### config.mk
export PLATFORM = sky130hd
export DESIGN_NAME = div_unit
export DESIGN_NICKNAME = d
export VERILOG_FILES = /design/src/rtl/div_unit.sv
export SDC_FILE = /design/constraint.sdc
export NUM_CORES = 1
export LEC_CHECK = 0
export BUFFER_PORTS_ARGS = -buffer_cell sky130_fd_sc_hd__buf_2
export CAP_MARGIN = 25
export CORE_MARGIN = 2
export CORE_UTILIZATION = 40
export CTS_CLUSTER_SIZE = 28
export DETAILED_ROUTE_END_ITERATION = 6
export PLACE_DENSITY = 0.58
export SETUP_SLACK_MARGIN = 0.1
export SYNTH_ARGS = -nofsm -noshare
export SYNTH_HDL_FRONTEND = slang
export SYNTH_SLANG_ARGS = --single-unit
### constraint.sdc
create_clock -name clk -period 11.5 [get_ports clk]
set_input_delay 1.15 -clock clk [delete_from_list [all_inputs] [get_ports clk]]
set_output_delay 1.15 -clock clk [all_outputs]
set_load 0.02 [all_outputs]
### src/rtl/div_unit.sv
// Iterative radix-2 restoring divider for DIV/DIVU: one quotient bit per cycle,
// 32 iterations, registered {remainder, quotient} result with divide-by-zero and annul handling.
module div_unit #(
    parameter int unsigned DATA_W = 32
) (
    input  logic                clk,
    input  logic                rst,
    input  logic                start_i,
    input  logic                annul_i,
    input  logic                signed_div_i,
    input  logic [DATA_W-1:0]   opdata1_i,
    input  logic [DATA_W-1:0]   opdata2_i,
    output logic [2*DATA_W-1:0] result_o,
    output logic                ready_o
);

    typedef enum logic [1:0] {
        FREE    = 2'd0,
        BY_ZERO = 2'd1,
        ON      = 2'd2,
        END     = 2'd3
    } state_t;

    state_t              state_q, state_d;
    logic [5:0]          cnt_q, cnt_d;
    logic [2*DATA_W:0]   dividend_q, dividend_d;
    logic [DATA_W-1:0]   divisor_q, divisor_d;
    logic                q_neg_q, q_neg_d;
    logic                r_neg_q, r_neg_d;
    logic [2*DATA_W-1:0] result_q, result_d;
    logic                ready_q, ready_d;

    logic [DATA_W:0]     diff;
    logic [2*DATA_W:0]   step;
    logic [DATA_W-1:0]   mag1, mag2;
    logic [DATA_W-1:0]   quot, rem;

    assign mag1 = (signed_div_i && opdata1_i[DATA_W-1]) ? -opdata1_i : opdata1_i;
    assign mag2 = (signed_div_i && opdata2_i[DATA_W-1]) ? -opdata2_i : opdata2_i;

    // Trial subtract of the divisor from the partial remainder; the new quotient bit enters at bit 0.
    assign diff = {1'b0, dividend_q[2*DATA_W-1:DATA_W]} - {1'b0, divisor_q};
    assign step = diff[DATA_W] ? (dividend_q << 1)
                               : {diff[DATA_W-1:0], dividend_q[DATA_W-1:0], 1'b1};
    assign quot = step[DATA_W-1:0];
    assign rem  = step[2*DATA_W:DATA_W+1];

    always_comb begin
        state_d    = state_q;
        cnt_d      = cnt_q;
        dividend_d = dividend_q;
        divisor_d  = divisor_q;
        q_neg_d    = q_neg_q;
        r_neg_d    = r_neg_q;
        result_d   = result_q;
        ready_d    = ready_q;
        case (state_q)
            FREE: begin
                ready_d  = 1'b0;
                result_d = '0;
                if (start_i && !annul_i) begin
                    if (opdata2_i == '0) begin
                        state_d = BY_ZERO;
                    end else begin
                        state_d    = ON;
                        cnt_d      = '0;
                        dividend_d = {{DATA_W{1'b0}}, mag1, 1'b0};
                        divisor_d  = mag2;
                        q_neg_d    = signed_div_i && (opdata1_i[DATA_W-1] ^ opdata2_i[DATA_W-1]);
                        r_neg_d    = signed_div_i && opdata1_i[DATA_W-1];
                    end
                end
            end
            BY_ZERO: begin
                state_d  = END;
                result_d = '0;
                ready_d  = 1'b1;
            end
            ON: begin
                if (annul_i) begin
                    state_d  = FREE;
                    cnt_d    = '0;
                    ready_d  = 1'b0;
                    result_d = '0;
                end else begin
                    dividend_d = step;
                    cnt_d      = cnt_q + 6'd1;
                    // Last iteration: fold the sign fix-up into the same edge so ready rises at E32.
                    if (cnt_q == 6'(DATA_W - 1)) begin
                        state_d  = END;
                        result_d = {(r_neg_q ? -rem : rem), (q_neg_q ? -quot : quot)};
                        ready_d  = 1'b1;
                    end
                end
            end
            END: begin
                if (!start_i) begin
                    state_d  = FREE;
                    ready_d  = 1'b0;
                    result_d = '0;
                end
            end
            default: state_d = FREE;
        endcase
    end

    always_ff @(posedge clk or posedge rst) begin
        if (rst) begin
            state_q    <= FREE;
            cnt_q      <= '0;
            dividend_q <= '0;
            divisor_q  <= '0;
            q_neg_q    <= 1'b0;
            r_neg_q    <= 1'b0;
            result_q   <= '0;
            ready_q    <= 1'b0;
        end else begin
            state_q    <= state_d;
            cnt_q      <= cnt_d;
            dividend_q <= dividend_d;
            divisor_q  <= divisor_d;
            q_neg_q    <= q_neg_d;
            r_neg_q    <= r_neg_d;
            result_q   <= result_d;
            ready_q    <= ready_d;
        end
    end

    assign result_o = result_q;
    assign ready_o  = ready_q;

endmodule

==> summary.txt <==
Drt
  • Via density: 5.57
  • Top Metal Used: met4
  • Drt drc: 0
  • Drt initial violations: 875
  • Total iterations of the first detailed-routing run: 6
  • Amount of wire on met2 after detailed routing: 15.8 mm
  • Total wire length: 36.6 mm
  • Antenna-violating nets left: 0
  • Wire length on met3: 2.44 mm
  • WL per Instance: 18.0 um
  • Routed metal-1 wirelength: 17.9 mm
  • Vias post-DR: 11292

Final layout
  • Share of final-layout standard cells stronger than drive strength 1: 0.138
  • Layout overhead on the synthesized area: 11.8%
  • Design Area, Final: 13800 um^2
  • Fin util: 0.453
  • Net count of the finished layout: 1728

Power and ir drop
  • Fraction of power consumed by sequential logic: 0.310
  • Switching component of the power: 1360 uW
  • Clock network fraction of design power: 0.203
  • Cell area power density: 209 nW/um^2
  • Power share of the combinational group: 0.486
  • Total internal power: 1510 uW
  • Total leakage power: 0.00616 uW
  • Worst vdd ir: 126 uV
  • Net Sw Frac: 0.473

Synth
  • Post-synth top area cell: sky130_fd_sc_hd__dfrtp_1
  • Sequential fraction of the synthesis area: 0.347
  • Count of unique library cells instantiated by Yosys: 90
  • Synthesized area divided by synthesized cell count: 8.02 um^2
  • Synth async-reset ratio: 1.00
  • Number of instances in the synthesized netlist: 1535
  • Syn Std Cell Area: 12300 um^2
  • Top cell type's share of synthesized area: 0.347
  • Number of enable-type register cells in the synthesized netlist: 0
  • Most common library cells after synthesis: sky130_fd_sc_hd__nand2_1 (234), sky130_fd_sc_hd__o21ai_0 (199), sky130_fd_sc_hd__dfrtp_1 (171)
  • Synth area leaders: sky130_fd_sc_hd__dfrtp_1 (35%), sky130_fd_sc_hd__o21ai_0 (8.1%), sky130_fd_sc_hd__nand2_1 (7.1%), sky130_fd_sc_hd__a21oi_1 (5.3%), sky130_fd_sc_hd__xor2_1 (4.9%)
  • Primary flip-flop cell chosen by synthesis mapping: sky130_fd_sc_hd__dfrtp_1
  • Synth Warn #: 0
  • Most common cell in the netlist: sky130_fd_sc_hd__nand2_1
  • Number of synthesized register bits: 171
  • Post-synth net total: 1646

Flow run
  • Max-cap violations: 0

Global route
  • Wire length of the first global-routing pass: 58.9 mm
  • Global-route usage over all layers: 0.226
  • Maximum number of pins on one net before global-route repair: 106
  • GRT Residual Overflow: 0
  • Initial antenna violation count: 0
  • Number of global-route vias before repair: 10565

Min path
  • Hold/Removal Path Class: flip-flop to flip-flop

Critical path
  • Startpoint type of the worst setup path: flip-flop
  • Top fanout value on the critical path: 52
  • Cell family contributing the most delay on the critical path: simple AND/OR/NAND/NOR gates
  • Delay of the slowest cell on the worst path: 0.50 ns
  • CP Cell Sequence: ha_1 -> a21oi_1 -> o21ai_0 -> a32oi_1 -> a21oi_2 -> or2_2 -> inv_6 -> ha_1 -> nand2_1 -> or3_1 -> or3_4 -> or3_4 -> or3_1 -> or3_1 -> o21ai_0 -> xor2_1 -> o21ai_0
  • Critical path type: flip-flop to flip-flop
  • Slowest stage cell on the critical path: sky130_fd_sc_hd__dfrtp_1
  • Sort of element at the end of the critical path: flip-flop
  • Data arrival time of the critical path: 5.83 ns
  • CP bufs+invs: 1
  • Data required time of the critical path: 11.81 ns

STA
  • Final worst slack: 5.98 ns
  • Setup repair after global routing missed its margin: false
  • Post-layout min period: 5.52 ns
  • Finish-stage setup viols: 0
  • Final-report hold violation count: 0
  • Tightest Pin Transition: 1.01 ns
  • Count of final max-slew check failures: 0
  • Worst max-slew margin expressed relative to the limit: 0.325
  • Part of the cycle the worst path needs: 0.480
  • Hold Worst Slack: 0.476 ns
  • Max Freq: 0.181 GHz
  • Clock skew: 0.0154 ns
  • Final TNS setup: 0 ns

Floorplan
  • Number of I/O pins: 134
  • Die Width: 179 um
  • Core Footprint: 30400 um^2
  • Vertical die dimension: 179 um
  • Die area: 32200 um^2
  • Initial core utilization: 0.405
  • # rows: 64

CTS
  • CTS tree: built
  • Setup Fix Bufs, Post-CTS: 0
  • Number of buffers on the longest clock path: 2
  • Clk pin slew, worst setup/hold paths: 0.08 ns
  • Post-cts hold buffer count: 0
  • Resized cells post-CTS: 0
  • Clock buffers created by TritonCTS: 17
  • # H-tree levels: 4
  • Clock latency on the worst-skew pair: 0.46 ns
  • Number of sinks driven by the clock tree: 171
  • Cell chosen for the clock root: sky130_fd_sc_hd__clkbuf_16

Placed design
  • Global placement routability congestion: 0.936
  • Placed instance area: 13100 um^2
  • Port bufs: 133
  • Placed wire-length estimate after detailed placement: 27.1 mm
  • Setup slack at placement: 6.04 ns

Status
  • Run status: finished, final reports clean
per-stage QoR:
step                      total power [uW]  std cells
after global routing                  3100       2025
after detailed placement              2280       1992
final                                 2870       2026
after floorplan                       1910       1535
after CTS                             2870       2023
after global placement                2260       1991
registers in the layout, indices dropped and copies added, names as in the netlist:
register	flops
divisor_q	32
r_neg_q	1
result_o	64
dividend_q	64
state_q	2
cnt_q	6
q_neg_q	1
ready_o	1
worst min-delay path: cells and delay by family, from the launching register on:
kind / cells / cell delay (ns)
DFF: 1 / 0.34
AOI/OAI and AO/OA: 1 / 0.05
and+or+nand+nor: 1 / 0.04
path summary, 6_finish.rpt:
kind,from,end,slack (ns),depth (start not counted)
hold / removal,result_o[62]$_DFFE_PP0P_,result_o[62]$_DFFE_PP0P_,0.48,2
setup / recovery,dividend_q[47]$_DFFE_PP0P_,result_o[30]$_DFFE_PP0P_,5.98,17
min in group asynchronous,rst,result_o[56]$_DFFE_PP0P_,0.74,2
max in group asynchronous,rst,result_o[28]$_DFFE_PP0P_,9.43,3
hold reg to reg,result_o[62]$_DFFE_PP0P_,result_o[62]$_DFFE_PP0P_,0.48,2
setup reg to reg,dividend_q[47]$_DFFE_PP0P_,result_o[30]$_DFFE_PP0P_,5.98,17
power by group through the flow:
stage / Clock [uW] / Sequential [uW] / Combinational (uW)
after floorplan: 0 / 915 / 996
after global placement: 0 / 909 / 1360
after detailed placement: 0 / 913 / 1370
after CTS: 597 / 901 / 1370
after global routing: 623 / 918 / 1560
final: 584 / 891 / 1400
placed cells by master, fill, tap and decap left out, types with 6 or more instances in the layout:
| master | n |
|---|---|
| sky130_fd_sc_hd__a21o_1 | 13 |
| sky130_fd_sc_hd__o31ai_1 | 37 |
| sky130_fd_sc_hd__nor4_1 | 14 |
| sky130_fd_sc_hd__a31oi_1 | 9 |
| sky130_fd_sc_hd__or3_1 | 23 |
| sky130_fd_sc_hd__nand4_1 | 12 |
| sky130_fd_sc_hd__a21boi_0 | 6 |
| sky130_fd_sc_hd__xor2_1 | 69 |
| sky130_fd_sc_hd__o41ai_1 | 8 |
| sky130_fd_sc_hd__o21a_1 | 8 |
| sky130_fd_sc_hd__dfrtp_1 | 171 |
| sky130_fd_sc_hd__nor2_1 | 121 |
| sky130_fd_sc_hd__o211ai_1 | 8 |
| sky130_fd_sc_hd__or4_1 | 11 |
| sky130_fd_sc_hd__and2_1 | 10 |
| sky130_fd_sc_hd__a211oi_1 | 8 |
| sky130_fd_sc_hd__mux2i_1 | 20 |
| sky130_fd_sc_hd__a21oi_1 | 131 |
| sky130_fd_sc_hd__nand3_1 | 22 |
| sky130_fd_sc_hd__nor2b_1 | 8 |
| sky130_fd_sc_hd__buf_4 | 9 |
| sky130_fd_sc_hd__ha_1 | 40 |
| sky130_fd_sc_hd__xnor2_1 | 58 |
| sky130_fd_sc_hd__nor3_1 | 34 |
| sky130_fd_sc_hd__nand2_1 | 233 |
| sky130_fd_sc_hd__o21ai_0 | 199 |
| sky130_fd_sc_hd__buf_2 | 133 |
| sky130_fd_sc_hd__inv_1 | 51 |
| sky130_fd_sc_hd__nand2b_1 | 11 |
| sky130_fd_sc_hd__clkbuf_16 | 17 |
area by class of cell:
| type | count | area (um^2) |
|---|---|---|
| repair buffers | 145 | 808 |
| multi-input cells | 1229 | 7400 |
| fillers | 3084 | 16700 |
| well taps | 396 | 495 |
| clock buffers | 17 | 425 |
| flip-flops and latches | 171 | 4280 |
| inverters | 53 | 209 |
| clock inverters | 14 | 151 |
| diodes | 1 | 2.50 |
logic make-up (layout without fill, tap and decap cells):
family | count (synthesis) | count (layout) | synth area share
flip-flops | 171 | 171 | 0.347
buffers and inverters | 135 | 229 | 0.0528
AO/OA/AOI/OAI | 490 | 490 | 0.240
AND/OR/NAND/NOR | 548 | 548 | 0.208
adder cells (fa/ha/maj) | 42 | 42 | 0.0433
XOR/XNOR | 127 | 127 | 0.0903
multiplexers | 22 | 22 | 0.0181
other | 0 | 1 | 0
routing by layer:
metal | vias to the layer above | global-route usage
li1 | 5605 | -
met1 | 5301 | 0.341
met2 | 358 | 0.333
met3 | 28 | 0.0434
met4 | 0 | 0.0491
met5 | - | 0
(Power assumes the default switching activity.)
